[src/rtl/mem_pkg.sv]
// Shared definitions for the two-master cache-line memory arbiter:
// FSM state encoding, requester owner IDs and the cache line width.
package mem_pkg;

    // Width of one cache line moved per memory transaction.
    localparam int LINE_W = 256;

    typedef enum logic [1:0] {
        ST_IDLE    = 2'd0,
        ST_GRANT0  = 2'd1,
        ST_GRANT1  = 2'd2,
        ST_RELEASE = 2'd3
    } arb_state_t;

    // m0 is the dcache, m1 is the icache.
    typedef enum logic {
        OWNER_M0 = 1'b0,
        OWNER_M1 = 1'b1
    } owner_t;

    // Grant state that serves a given owner.
    function automatic arb_state_t grant_state(owner_t owner);
        return (owner == OWNER_M0) ? ST_GRANT0 : ST_GRANT1;
    endfunction

endpackage

[src/rtl/mem_arbiter_if.sv]
// Bundle of the two requester ports, the data-memory port and the error flag.
// The slave modport is the arbiter's view; the master modport is the
// view of whatever drives the caches and the memory (e.g. a bench).
interface mem_arbiter_if
    import mem_pkg::*;
#(
    parameter int ADDR_W = 32,
    parameter int DATA_W = LINE_W
);

    // Requester 0 (dcache)
    logic              m0_enable_i;
    logic              m0_write_i;
    logic [ADDR_W-1:0] m0_addr_i;
    logic [DATA_W-1:0] m0_data_i;
    logic              m0_ack_o;
    logic [DATA_W-1:0] m0_data_o;

    // Requester 1 (icache)
    logic              m1_enable_i;
    logic              m1_write_i;
    logic [ADDR_W-1:0] m1_addr_i;
    logic [DATA_W-1:0] m1_data_i;
    logic              m1_ack_o;
    logic [DATA_W-1:0] m1_data_o;

    // Data memory
    logic              mem_enable_o;
    logic              mem_write_o;
    logic [ADDR_W-1:0] mem_addr_o;
    logic [DATA_W-1:0] mem_data_o;
    logic              mem_ack_i;
    logic [DATA_W-1:0] mem_data_i;

    // Sticky protocol / timeout error
    logic              err_o;

    modport slave (
        input  m0_enable_i, m0_write_i, m0_addr_i, m0_data_i,
        output m0_ack_o, m0_data_o,
        input  m1_enable_i, m1_write_i, m1_addr_i, m1_data_i,
        output m1_ack_o, m1_data_o,
        output mem_enable_o, mem_write_o, mem_addr_o, mem_data_o,
        input  mem_ack_i, mem_data_i,
        output err_o
    );

    modport master (
        output m0_enable_i, m0_write_i, m0_addr_i, m0_data_i,
        input  m0_ack_o, m0_data_o,
        output m1_enable_i, m1_write_i, m1_addr_i, m1_data_i,
        input  m1_ack_o, m1_data_o,
        input  mem_enable_o, mem_write_o, mem_addr_o, mem_data_o,
        output mem_ack_i, mem_data_i,
        input  err_o
    );

endinterface

[src/rtl/mem_arbiter_rr_arb2.sv]
// Two-way round-robin pick: a lone requester always wins; on a tie the
// requester that was not served last wins.
module rr_arb2
    import mem_pkg::*;
(
    input  logic [1:0] req,
    input  owner_t     last,
    output logic       gnt_vld,
    output owner_t     gnt
);

    // Combinational pick from the request vector and the last-served pointer.
    always_comb begin
        gnt_vld = |req;
        gnt     = OWNER_M0;
        if (req == 2'b11) begin
            gnt = (last == OWNER_M0) ? OWNER_M1 : OWNER_M0;
        end else if (req[1]) begin
            gnt = OWNER_M1;
        end
    end

endmodule

[src/rtl/mem_arbiter.sv]
// Arbiter between dcache (m0) and icache (m1) for a single data memory.
// One transaction at a time; a grant is held until the memory acks, then
// one RELEASE cycle with the memory port idle precedes the next arbitration.
// A watchdog flags transactions that wait TIMEOUT_CYC cycles, and any ack
// arriving outside a grant is flagged as a protocol error.
module mem_arbiter
    import mem_pkg::*;
#(
    parameter int ADDR_W      = 32,
    parameter int DATA_W      = LINE_W,
    parameter int TIMEOUT_CYC = 64
) (
    input  logic           clk_i,
    input  logic           rst_i,
    mem_arbiter_if.slave   bus
);

    localparam int CNT_W = $clog2(TIMEOUT_CYC + 1);
    localparam logic [CNT_W-1:0] CNT_MAX = CNT_W'(TIMEOUT_CYC);

    arb_state_t       state_q, state_d;
    owner_t           ptr_q, ptr_d;
    logic [CNT_W-1:0] cnt_q, cnt_d;
    logic             err_q, err_d;

    logic             pick_vld;
    owner_t           pick;

    rr_arb2 u_rr_arb2 (
        .req     ({bus.m1_enable_i, bus.m0_enable_i}),
        .last    (ptr_q),
        .gnt_vld (pick_vld),
        .gnt     (pick)
    );

    // Control state; asynchronous reset abandons any transaction in flight.
    always_ff @(posedge clk_i or negedge rst_i) begin
        if (!rst_i) begin
            state_q <= ST_IDLE;
            ptr_q   <= OWNER_M1;
            cnt_q   <= '0;
            err_q   <= 1'b0;
        end else begin
            state_q <= state_d;
            ptr_q   <= ptr_d;
            cnt_q   <= cnt_d;
            err_q   <= err_d;
        end
    end

    // Next state, round-robin pointer, watchdog counter and sticky error.
    always_comb begin
        state_d = state_q;
        ptr_d   = ptr_q;
        cnt_d   = cnt_q;
        err_d   = err_q;
        case (state_q)
            ST_IDLE: begin
                // Counter is cleared here so it starts at zero on grant entry.
                cnt_d = '0;
                if (bus.mem_ack_i) err_d = 1'b1;
                if (pick_vld) state_d = grant_state(pick);
            end
            ST_GRANT0, ST_GRANT1: begin
                if (cnt_q != CNT_MAX) cnt_d = cnt_q + CNT_W'(1);
                if (cnt_d == CNT_MAX) err_d = 1'b1;
                if (bus.mem_ack_i) begin
                    ptr_d   = (state_q == ST_GRANT0) ? OWNER_M0 : OWNER_M1;
                    state_d = ST_RELEASE;
                end
            end
            ST_RELEASE: begin
                if (bus.mem_ack_i) err_d = 1'b1;
                state_d = ST_IDLE;
            end
            default: state_d = ST_IDLE;
        endcase
    end

    // Memory-port mux and completion pulses, driven straight from the state.
    always_comb begin
        bus.mem_enable_o = 1'b0;
        bus.mem_write_o  = 1'b0;
        bus.mem_addr_o   = '0;
        bus.mem_data_o   = '0;
        bus.m0_ack_o     = 1'b0;
        bus.m1_ack_o     = 1'b0;
        case (state_q)
            ST_GRANT0: begin
                bus.mem_enable_o = 1'b1;
                bus.mem_write_o  = bus.m0_write_i;
                bus.mem_addr_o   = bus.m0_addr_i;
                bus.mem_data_o   = bus.m0_data_i;
                bus.m0_ack_o     = bus.mem_ack_i;
            end
            ST_GRANT1: begin
                bus.mem_enable_o = 1'b1;
                bus.mem_write_o  = bus.m1_write_i;
                bus.mem_addr_o   = bus.m1_addr_i;
                bus.mem_data_o   = bus.m1_data_i;
                bus.m1_ack_o     = bus.mem_ack_i;
            end
            default: ;
        endcase
    end

    // Read data is broadcast; each master qualifies it with its own ack.
    assign bus.m0_data_o = bus.mem_data_i;
    assign bus.m1_data_o = bus.mem_data_i;
    assign bus.err_o     = err_q;

endmodule

[src/flat_wrapper.sv]
// flat-port wrapper written by rule: the top's interface ports become plain ports
module mem_arbiter_flat import mem_pkg::*;
#(
    parameter int ADDR_W      = 32,
    parameter int DATA_W      = LINE_W,
    parameter int TIMEOUT_CYC = 64
)
  (clk_i, rst_i, bus_m0_enable_i, bus_m0_write_i, bus_m0_addr_i, bus_m0_data_i, bus_m0_ack_o, bus_m0_data_o, bus_m1_enable_i, bus_m1_write_i, bus_m1_addr_i, bus_m1_data_i, bus_m1_ack_o, bus_m1_data_o, bus_mem_enable_o, bus_mem_write_o, bus_mem_addr_o, bus_mem_data_o, bus_mem_ack_i, bus_mem_data_i, bus_err_o);
  mem_arbiter_if #(.ADDR_W(ADDR_W), .DATA_W(DATA_W)) bus_i ();
  input  logic clk_i;
  input  logic rst_i;
  input wire logic [$bits(bus_i.m0_enable_i)-1:0] bus_m0_enable_i;
  input wire logic [$bits(bus_i.m0_write_i)-1:0] bus_m0_write_i;
  input wire logic [$bits(bus_i.m0_addr_i)-1:0] bus_m0_addr_i;
  input wire logic [$bits(bus_i.m0_data_i)-1:0] bus_m0_data_i;
  output wire logic [$bits(bus_i.m0_ack_o)-1:0] bus_m0_ack_o;
  output wire logic [$bits(bus_i.m0_data_o)-1:0] bus_m0_data_o;
  input wire logic [$bits(bus_i.m1_enable_i)-1:0] bus_m1_enable_i;
  input wire logic [$bits(bus_i.m1_write_i)-1:0] bus_m1_write_i;
  input wire logic [$bits(bus_i.m1_addr_i)-1:0] bus_m1_addr_i;
  input wire logic [$bits(bus_i.m1_data_i)-1:0] bus_m1_data_i;
  output wire logic [$bits(bus_i.m1_ack_o)-1:0] bus_m1_ack_o;
  output wire logic [$bits(bus_i.m1_data_o)-1:0] bus_m1_data_o;
  output wire logic [$bits(bus_i.mem_enable_o)-1:0] bus_mem_enable_o;
  output wire logic [$bits(bus_i.mem_write_o)-1:0] bus_mem_write_o;
  output wire logic [$bits(bus_i.mem_addr_o)-1:0] bus_mem_addr_o;
  output wire logic [$bits(bus_i.mem_data_o)-1:0] bus_mem_data_o;
  input wire logic [$bits(bus_i.mem_ack_i)-1:0] bus_mem_ack_i;
  input wire logic [$bits(bus_i.mem_data_i)-1:0] bus_mem_data_i;
  output wire logic [$bits(bus_i.err_o)-1:0] bus_err_o;
  assign bus_i.m0_enable_i = bus_m0_enable_i;
  assign bus_i.m0_write_i = bus_m0_write_i;
  assign bus_i.m0_addr_i = bus_m0_addr_i;
  assign bus_i.m0_data_i = bus_m0_data_i;
  assign bus_m0_ack_o = bus_i.m0_ack_o;
  assign bus_m0_data_o = bus_i.m0_data_o;
  assign bus_i.m1_enable_i = bus_m1_enable_i;
  assign bus_i.m1_write_i = bus_m1_write_i;
  assign bus_i.m1_addr_i = bus_m1_addr_i;
  assign bus_i.m1_data_i = bus_m1_data_i;
  assign bus_m1_ack_o = bus_i.m1_ack_o;
  assign bus_m1_data_o = bus_i.m1_data_o;
  assign bus_mem_enable_o = bus_i.mem_enable_o;
  assign bus_mem_write_o = bus_i.mem_write_o;
  assign bus_mem_addr_o = bus_i.mem_addr_o;
  assign bus_mem_data_o = bus_i.mem_data_o;
  assign bus_i.mem_ack_i = bus_mem_ack_i;
  assign bus_i.mem_data_i = bus_mem_data_i;
  assign bus_err_o = bus_i.err_o;
  mem_arbiter #(.ADDR_W(ADDR_W), .DATA_W(DATA_W), .TIMEOUT_CYC(TIMEOUT_CYC)) u_core (.clk_i(clk_i), .rst_i(rst_i), .bus(bus_i));
endmodule
[config.mk]
export PLATFORM = sky130hd
export DESIGN_NAME = mem_arbiter_flat
export DESIGN_NICKNAME = d
export VERILOG_FILES = /design/src/rtl/mem_pkg.sv /design/src/rtl/mem_arbiter_if.sv /design/src/rtl/mem_arbiter_rr_arb2.sv /design/src/rtl/mem_arbiter.sv /design/src/flat_wrapper.sv
export SDC_FILE = /design/constraint.sdc
export NUM_CORES = 1
export LEC_CHECK = 0
export CORE_AREA = 2 2 643 645
export CTS_CLUSTER_SIZE = 20
export DETAILED_ROUTE_END_ITERATION = 8
export DIE_AREA = 0 0 645 647
export PLACE_DENSITY_LB_ADDON = 0.2
export SYNTH_ARGS = -nofsm -noshare
export SYNTH_HDL_FRONTEND = slang
export SYNTH_HIERARCHICAL = 1
export SYNTH_SLANG_ARGS = --single-unit
export TNS_END_PERCENT = 30
[constraint.sdc]
create_clock -name clk_i -period 2.2 [get_ports clk_i]
set_input_delay 0.44 -clock clk_i [delete_from_list [all_inputs] [get_ports clk_i]]
set_output_delay 0.44 -clock clk_i [all_outputs]
set_load 0.005 [all_outputs]
==> impl_metrics.json <==
{
  "reg2reg_depth": 9,
  "io_pins": 1644,
  "synth_flop_cell": "dfrtp_1",
  "antenna_found_initial": 180,
  "synth_area_mm2": 0.00825,
  "drive_gt1_frac": 0.461,
  "slew_viol_final": 0,
  "clk_pin_slew_ns": 0.05,
  "dr_total_vias": 13302,
  "drt_first_pass_iters": 5,
  "rrSetupSlack_ns": 0.07,
  "place_congestion": 0.805,
  "grt.total_usage": 0.128,
  "coreArea_mm2": 0.411,
  "detail-route-antenna-nets": 0,
  "io_buffers": 875,
  "syn_nets": 2125,
  "grt_start_max_net_pins": 36,
  "cp-start-kind": "flip-flop",
  "power_w": 0.0376,
  "ys_async_sr_fraction": 1.00,
  "tightest_slew_ns": 0.808,
  "critPathLaunch": "u_core/state_q[1]",
  "maxCapViolations": 0,
  "syn_inst": 1279,
  "initial_core_util": 0.0201,
  "fmax_ghz": 0.352,
  "critPathMaxFanout": 9,
  "grt_pass1_vias": 13003,
  "failed_checks": "setup timing",
  "cp.arrival_ns": 2.40,
  "hp-start": "u_core/ptr_q",
  "final_cell_mix": "clkdlybuf4s50_1, buf_12, a22oi_2",
  "vias_per_cell": 1.82,
  "layout_setup_ws_ns": -0.644,
  "synth-edff-count": 0,
  "wl_per_cell_um": 38.6,
  "drt_iter0_markers": 792,
  "reg2reg_from": "u_core/state_q[1]",
  "syn_area_per_cell_um2": 6.45,
  "ys_seq_area_frac": 0.0335,
  "end_kind": "output port",
  "grt_pass1_wl_um": 309000,
  "nets": 2625,
  "clock_latency_ns": 0.24,
  "timing.setup.tns_ns": -102.62,
  "clock_sinks": 11,
  "wirelength_um": 282000,
  "die_w_um": 645,
  "slew_headroom": 0.461,
  "fin_util": 0.0635,
  "cts_buffers": 3,
  "ys_warn_count": 6,
  "required_ns": 1.76,
  "syn_to_final_growth_pct": 216,
  "htree_num_levels": 1,
  "rr_endpoint": "u_core/cnt_q[4]",
  "synth_seq_cells": 11,
  "hp-class": "reg2reg",
  "yosysUniqueCellTypes": 36,
  "die-height_um": 647,
  "cts_tree": "built",
  "cts_root_buffer": "clkbuf_16",
  "fin_skew_ns": 0.00425,
  "power_density_mw_per_mm2": 1440,
  "grt-ovfl-total": 0,
  "drc": 0,
  "p_leak_nw": 7.70,
  "criticalPathCategory": "reg2out",
  "cp-endpoint": "bus_mem_data_o[134]",
  "post-route-period-util": 1.29,
  "nFillCells": 48447,
  "timing.final.hold_violations": 0,
  "rsz0062_at_grt": "yes",
  "run_status": "finished with violations",
  "vdd_drop_max_uv": 723,
  "setup_violations": 291,
  "placementRows": 236,
  "cts-hold-fix-buffers": 0,
  "layout_commonest_cell": "clkdlybuf4s50_1",
  "period_needed_ns": 2.84,
  "die_area_mm2": 0.417,
  "dp_hpwl_um": 264000,
  "clk_path_buf_depth": 2
}
[through the flow]
stage                     instance area [um^2]  hold slack, ns  worst slack [ns]  cells
after floorplan                           8250           0.144            0.0566   1279
after global routing                     26100           0.533            -0.636   7271
after CTS                                24900           0.479            -0.682   7226
after global placement                   23000           0.474             -1.05   7173
after detailed placement                 23000           0.473             -1.06   7173
final                                    26100           0.479            -0.644   7289
[where the power goes]
group	internal [W]	switching [W]	leakage, nW
Clock	0.000242	0.000108	0.0411
Sequential	0.000267	0.0000807	0.138
Combinational	0.0167	0.0202	7.52
Total	0.0172	0.0203	7.70
[final cells by class]
cell class	count	area, um^2	area share
clock buffers	3	75.1	0.00288
diodes	37	92.6	0.00355
well taps	5474	6850	0.262
flip-flops and latches	11	277	0.0106
repair buffers	1108	13700	0.524
multi-input cells	647	5070	0.194
inverters	8	42.5	0.00163
clock inverters	1	5.00	0.000192
[kinds of logic after synthesis]
| kind of cell | after synthesis | share of synthesized area |
|---|---|---|
| adder cells (fa/ha/maj) | 7 | 0.0106 |
| multiplexers | 4 | 0.00485 |
| XOR/XNOR | 3 | 0.00318 |
| AND/OR/NAND/NOR | 321 | 0.151 |
| AO/OA/AOI/OAI | 312 | 0.281 |
| buffers and inverters | 621 | 0.516 |
| flip-flops | 11 | 0.0335 |
[worst min path at each step]
stage / end / slack, ns / cells past startpoint
global route: u_core/ptr_q / 0.53 / 2
finish: u_core/ptr_q / 0.48 / 2
detailed placement: u_core/ptr_q / 0.47 / 2
CTS: u_core/ptr_q / 0.48 / 2
floorplan: u_core/bus.err_o / 0.14 / 0
global placement: u_core/ptr_q / 0.47 / 2
[critical path: stages (launching register included)]
cell	delay, ns
dfrtp_1	0.41
buf_4	0.15
ha_4	0.18
buf_12	0.16
buf_12	0.15
buf_12	0.16
a22oi_2	0.64
nor2_2	0.10
buf_12	0.16
[routing by layer]
layer,wire (um),vias to the layer above,track usage
li1,-,4918,-
met1,72100,5984,0.0937
met2,141000,1868,0.232
met5,626,-,0.00786
met4,9240,50,0.0298
met3,58700,482,0.124
[flip-flops by register name, indices dropped and copies added, names as in the netlist]
register and cells:
u_core/cnt_q 7, u_core/state_q 2, u_core/bus.err_o 1, u_core/ptr_q 1
[Yosys cell counts, types with 2 or more instances]
cell | n | area [um^2]
buf_4 | 512 | 3840
nor2_1 | 295 | 1110
a22oi_1 | 289 | 2170
clkbuf_1 | 98 | 368
nand2_1 | 12 | 45.0
dfrtp_1 | 10 | 250
o21ai_0 | 8 | 40.0
ha_1 | 7 | 87.6
inv_1 | 7 | 26.3
mux2i_1 | 4 | 40.0
a21oi_1 | 3 | 15.0
nand3_1 | 3 | 15.0
xor2_1 | 3 | 26.3
and2_1 | 2 | 12.5
nand2b_1 | 2 | 12.5
o21bai_1 | 2 | 15.0
o22ai_1 | 2 | 12.5
o41ai_1 | 2 | 17.5
[timing repair]
item                                    CTS  global route
endpoints found under the setup margin  292           292
pin swaps                                73            86
gates resized for setup                 325           330
gates cloned                             16            12
setup buffers                            43            25
hold endpoints to repair                  0             0
Note: power is estimated with default switching activity, not from simulation.
